===== src/rtl/e_mdu.sv =====
// HI/LO multiply/divide unit: fixed-latency mult (5 cycles) and optional divide (10 cycles).
// Define MDU_DIV_EN to include the divider; otherwise div/divu behave as a no-op.
module e_mdu (
    input  logic        Emdu_clk_E_i,
    input  logic        Emdu_rstn_E_i,
    input  logic        Emdu_start_E_i,
    input  logic [2:0]  Emdu_op_E_i,
    input  logic [31:0] Emdu_rsd_E_i,
    input  logic [31:0] Emdu_rtd_E_i,
    output logic        Emdu_busy_E_o,
    output logic [31:0] Emdu_hi_E_o,
    output logic [31:0] Emdu_lo_E_o
);
    // state   | meaning
    // ST_IDLE | ready to accept; mthi/mtlo complete here
    // ST_MUL  | mult/multu counting down, result on last cycle
    // ST_DIV  | div/divu counting down, result on last cycle
    typedef enum logic [1:0] {ST_IDLE, ST_MUL, ST_DIV} state_t;

    localparam logic [2:0] OP_MULT  = 3'd1;
    localparam logic [2:0] OP_MULTU = 3'd2;
    localparam logic [2:0] OP_DIV   = 3'd3;
    localparam logic [2:0] OP_DIVU  = 3'd4;
    localparam logic [2:0] OP_MTHI  = 3'd5;
    localparam logic [2:0] OP_MTLO  = 3'd6;

    state_t      state_q, state_d;
    logic [3:0]  cnt_q, cnt_d;
    logic        sgn_q, sgn_d;
    logic [31:0] rs_q, rs_d, rt_q, rt_d;
    logic [31:0] hi_q, hi_d, lo_q, lo_d;
    logic [63:0] ext_a, ext_b, prod;

    always_comb begin
        ext_a = sgn_q ? {{32{rs_q[31]}}, rs_q} : {32'd0, rs_q};
        ext_b = sgn_q ? {{32{rt_q[31]}}, rt_q} : {32'd0, rt_q};
        prod  = ext_a * ext_b;
    end

`ifdef MDU_DIV_EN
    logic [31:0] mag_a, mag_b, dvsr, quo_mag, rem_mag, quo, rem;

    // Divide on magnitudes, then fix signs: quotient truncates toward zero,
    // remainder follows the dividend. 0x80000000 / -1 falls out as 0x80000000.
    always_comb begin
        mag_a   = (sgn_q && rs_q[31]) ? (~rs_q + 32'd1) : rs_q;
        mag_b   = (sgn_q && rt_q[31]) ? (~rt_q + 32'd1) : rt_q;
        dvsr    = (rt_q == 32'd0) ? 32'd1 : mag_b;
        quo_mag = mag_a / dvsr;
        rem_mag = mag_a % dvsr;
        quo     = (sgn_q && (rs_q[31] ^ rt_q[31])) ? (~quo_mag + 32'd1) : quo_mag;
        rem     = (sgn_q && rs_q[31]) ? (~rem_mag + 32'd1) : rem_mag;
    end
`endif

    always_comb begin
        state_d = state_q;
        cnt_d   = cnt_q;
        sgn_d   = sgn_q;
        rs_d    = rs_q;
        rt_d    = rt_q;
        hi_d    = hi_q;
        lo_d    = lo_q;
        case (state_q)
            ST_IDLE: begin
                if (Emdu_start_E_i) begin
                    case (Emdu_op_E_i)
                        OP_MULT, OP_MULTU: begin
                            state_d = ST_MUL;
                            cnt_d   = 4'd5;
                            sgn_d   = (Emdu_op_E_i == OP_MULT);
                            rs_d    = Emdu_rsd_E_i;
                            rt_d    = Emdu_rtd_E_i;
                        end
`ifdef MDU_DIV_EN
                        OP_DIV, OP_DIVU: begin
                            state_d = ST_DIV;
                            cnt_d   = 4'd10;
                            sgn_d   = (Emdu_op_E_i == OP_DIV);
                            rs_d    = Emdu_rsd_E_i;
                            rt_d    = Emdu_rtd_E_i;
                        end
`endif
                        OP_MTHI: hi_d = Emdu_rsd_E_i;
                        OP_MTLO: lo_d = Emdu_rsd_E_i;
                        default: ;
                    endcase
                end
            end
            ST_MUL: begin
                cnt_d = cnt_q - 4'd1;
                if (cnt_q == 4'd1) begin
                    state_d = ST_IDLE;
                    hi_d    = prod[63:32];
                    lo_d    = prod[31:0];
                end
            end
            ST_DIV: begin
`ifdef MDU_DIV_EN
                cnt_d = cnt_q - 4'd1;
                if (cnt_q == 4'd1) begin
                    state_d = ST_IDLE;
                    if (rt_q != 32'd0) begin
                        hi_d = rem;
                        lo_d = quo;
                    end
                end
`else
                state_d = ST_IDLE;
                cnt_d   = 4'd0;
`endif
            end
            default: begin
                state_d = ST_IDLE;
                cnt_d   = 4'd0;
            end
        endcase
    end

    always_ff @(posedge Emdu_clk_E_i or negedge Emdu_rstn_E_i) begin
        if (!Emdu_rstn_E_i) begin
            state_q <= ST_IDLE;
            cnt_q   <= 4'd0;
            sgn_q   <= 1'b0;
            rs_q    <= 32'd0;
            rt_q    <= 32'd0;
            hi_q    <= 32'd0;
            lo_q    <= 32'd0;
        end else begin
            state_q <= state_d;
            cnt_q   <= cnt_d;
            sgn_q   <= sgn_d;
            rs_q    <= rs_d;
            rt_q    <= rt_d;
            hi_q    <= hi_d;
            lo_q    <= lo_d;
        end
    end

    assign Emdu_busy_E_o = (state_q != ST_IDLE);
    assign Emdu_hi_E_o   = hi_q;
    assign Emdu_lo_E_o   = lo_q;
endmodule


===== config.mk =====
export PLATFORM = sky130hd
export DESIGN_NAME = e_mdu
export DESIGN_NICKNAME = d
export VERILOG_FILES = /design/src/rtl/e_mdu.sv
export SDC_FILE = /design/constraint.sdc
export NUM_CORES = 2
export LEC_CHECK = 0
export BUFFER_PORTS_ARGS = -buffer_cell sky130_fd_sc_hd__buf_2
export CAP_MARGIN = 25
export CORE_MARGIN = 5
export CORE_UTILIZATION = 48
export DETAILED_ROUTE_END_ITERATION = 10
export SYNTH_ARGS = -nofsm -noshare
export SYNTH_HDL_FRONTEND = slang
export SYNTH_SLANG_ARGS = --single-unit

===== constraint.sdc =====
create_clock -name Emdu_clk_E_i -period 27.5 [get_ports Emdu_clk_E_i]
set_input_delay 4.125 -clock Emdu_clk_E_i [delete_from_list [all_inputs] [get_ports Emdu_clk_E_i]]
set_output_delay 4.125 -clock Emdu_clk_E_i [all_outputs]
set_load 0.005 [all_outputs]

==> impl_metrics.yaml <==
cts:
  cts_made_buffers: 17
  clock_sinks: 134
  clkSlewWorstSetupHoldPaths_ps: 100
  cts_hold_buf: 0
  cts-root-buf: "clkbuf_16"
  post_cts_buffers: 0
  cts_tree: "built"
  h-tree-depth: 4
  cts_buffer_depth: 2
  cts.repair.resized: 0
  insertion_delay_ps: 520
job:
  cap_violations: 0
routing:
  first_iter_violations: 2441
  drtAntennaViolNets: 0
  drc_errors: 0
  vias: 37635
  routed_wl_mm: 161
  viasPerCell: 5.32
  firstDrtPassIters: 6
  avgRoutedWirePerCell_um: 22.7
critical_path:
  cp_slowest_cell: "fa_1"
  cp_common_cell: "fa_1"
  required_ps: 27870
  worst_setup_path_end_kind: "register"
  cp.arrival_ps: 10500
  slowest_delay_ps: 900
  cp_max_fo: 41
  critical_path_class: "register to register"
  critPathLaunchType: "register"
floorplan:
  dieArea_sq_um: 119000
  dieHeight_um: 344
  start_util_pct: 48.4
  placementRows: 122
  core_sq_um: 111000
  ios: 135
  die_w_um: 344
logic_synthesis:
  synth_top_area_share_pct: 53.0
  yosysWarnings: 0
  syn-cell-area_sq_um: 53600
  synth_largest_area_cell: "fa_1"
  synth.distinct_cells: 74
  syn_area_per_cell_sq_um: 9.54
  yosys-top-cells-area: "fa_1 (53%), inv_1 (11%), ha_1 (7.2%), and2_1 (6.6%), dfrtp_1 (6.3%)"
  syn_inst: 5625
  ys_seq_area_share_pct: 6.25
  synthArstFlopShare_pct: 100
  ys_ff_latch: 134
  synth-edff-count: 0
  dominantRegCellSynth: "dfrtp_1"
  syn_nets: 7424
placed_design:
  globalplace.congestion: 0.952
  dpl.hpwl_mm: 131
  dp.cells: 7042
  port_buffers: 134
cells_and_area:
  final_layout_size_suffix_gt1_share_pct: 6.12
  final_util_pct: 50.9
  final_cell_mix: "inv_1 (1534), fa_1 (1419), nand2_1 (611)"
  final_cells: 7077
  area_delta_synth_final_pct: 5.16
  final_nets: 7374
  nFillCells: 10544
  final_common_cell: "inv_1"
timing:
  max_freq_ghz: 0.0987
  hold_violations: 0
  skew_ps: 38.1
  slew_viol_final: 0
  worstMarginPinSlew_ps: 1050
  rsz0062_at_grt: "false"
  final_min_period_over_clock_period_pct: 36.8
  fin_crit_ps: 10130
  finalSetupTns_ps: 0
  holdWs_ps: 477
  setup_viol: 0
  slew_headroom_pct: 29.8
run_status:
  status: "complete, no violations"
global_route:
  antenna_found_initial: 6
  grt_pass1_vias: 41069
  grt-ovfl-total: 0
  grt_pass1_wl_mm: 251
  grt_max_degree: 82
  grt.total_usage_pct: 28.4
worst_hold_path:
  hold_path.class: "register to register"
## final cells by class
class | count | area, sq um | area share [%]
multi-input combinational | 3671 | 43500 | 77.1
sequential | 134 | 3360 | 5.95
timing repair buffer | 217 | 1320 | 2.34
tap | 1488 | 1860 | 3.30
clock inverter | 10 | 169 | 0.299
antenna | 2 | 5.00 | 0.00887
clock buffer | 21 | 450 | 0.799
inverter | 1534 | 5760 | 10.2
## layer usage
layer / routed length, um / vias up / global-route usage (%)
met2: 82400 / 1209 / 49.8
li1: - / 16060 / -
met5: 13 / - / 0
met4: 9710 / 2 / 13.9
met3: 8040 / 335 / 3.07
met1: 60600 / 20029 / 35.3
## metrics by stage
stage | cell area (sq um) | setup WS [ps]
6_report | 56400 | 17370
5_1_grt | 56400 | 16770
3_3_place_gp | 55700 | 17570
4_1_cts | 56400 | 17360
2_1_floorplan | 53600 | 18460
3_5_place_dp | 55700 | 17440
## logic make-up after synthesis
logic type               synth area share (%)
buffers and inverters                    12.8
adder cells (fa/ha/maj)                  60.2
AND/OR/NAND/NOR                          13.1
AO/OA/AOI/OAI                            4.13
flip-flops                               6.25
XOR/XNOR                                 1.81
multiplexers                             1.74
## cell usage after synthesis (3+ instances only)
| cell | number |
|---|---|
| or3_1 | 6 |
| buf_1 | 14 |
| mux2i_1 | 20 |
| fa_1 | 1419 |
| a21oi_1 | 120 |
| o21bai_1 | 14 |
| nor2_1 | 64 |
| a31oi_1 | 9 |
| o21ai_0 | 83 |
| a31o_2 | 6 |
| ha_1 | 310 |
| clkbuf_1 | 270 |
| xor2_1 | 26 |
| o211ai_1 | 9 |
| o221ai_1 | 6 |
| and2_1 | 570 |
| nor3_1 | 27 |
| nand2b_1 | 4 |
| nand4_1 | 24 |
| o22ai_1 | 8 |
| or2_2 | 4 |
| nor3b_1 | 7 |
| dfrtp_1 | 134 |
| xnor2_1 | 85 |
| a21o_1 | 41 |
| inv_1 | 1534 |
| o21a_1 | 5 |
| nor2b_1 | 17 |
| nand3_1 | 16 |
| a211oi_1 | 5 |
| mux2_2 | 64 |
| a41oi_1 | 3 |
| nand2_1 | 612 |
| and3_1 | 29 |
| o31ai_1 | 9 |
## worst paths after layout
check / end / startpoint / cells past startpoint / slack (ps)
max: Emdu_hi_E_o[24] / rs_q[31] / 29 / 17370
max in group asynchronous: rt_q[16] / Emdu_rstn_E_i / 2 / 22250
min in group asynchronous: state_q[0] / Emdu_rstn_E_i / 1 / 3710
min: Emdu_lo_E_o[4] / Emdu_lo_E_o[4] / 2 / 480
max reg2reg: Emdu_hi_E_o[24] / rs_q[31] / 29 / 17370
min reg2reg: Emdu_lo_E_o[4] / Emdu_lo_E_o[4] / 2 / 480
## state kept, by name (all words and copies together), names as in the netlist
register,flops
Emdu_hi_E_o,32
Emdu_lo_E_o,32
rs_q,32
rt_q,32
cnt_q,4
sgn_q,1
state_q,1
## critical path: cells and delay by family, from the launching register on
kind                       cells  cell delay [ps]
and+or+nand+nor                5             1410
DFF                            1              370
adders and majority gates     11             5970
xor gates and xnor gates       1              180
buffers and inverters          9             1290
AOI/OAI and AO/OA              3              720
Power is not shown: default switching activity piles up to over one toggle a cycle in this logic, so the estimate is an artifact.
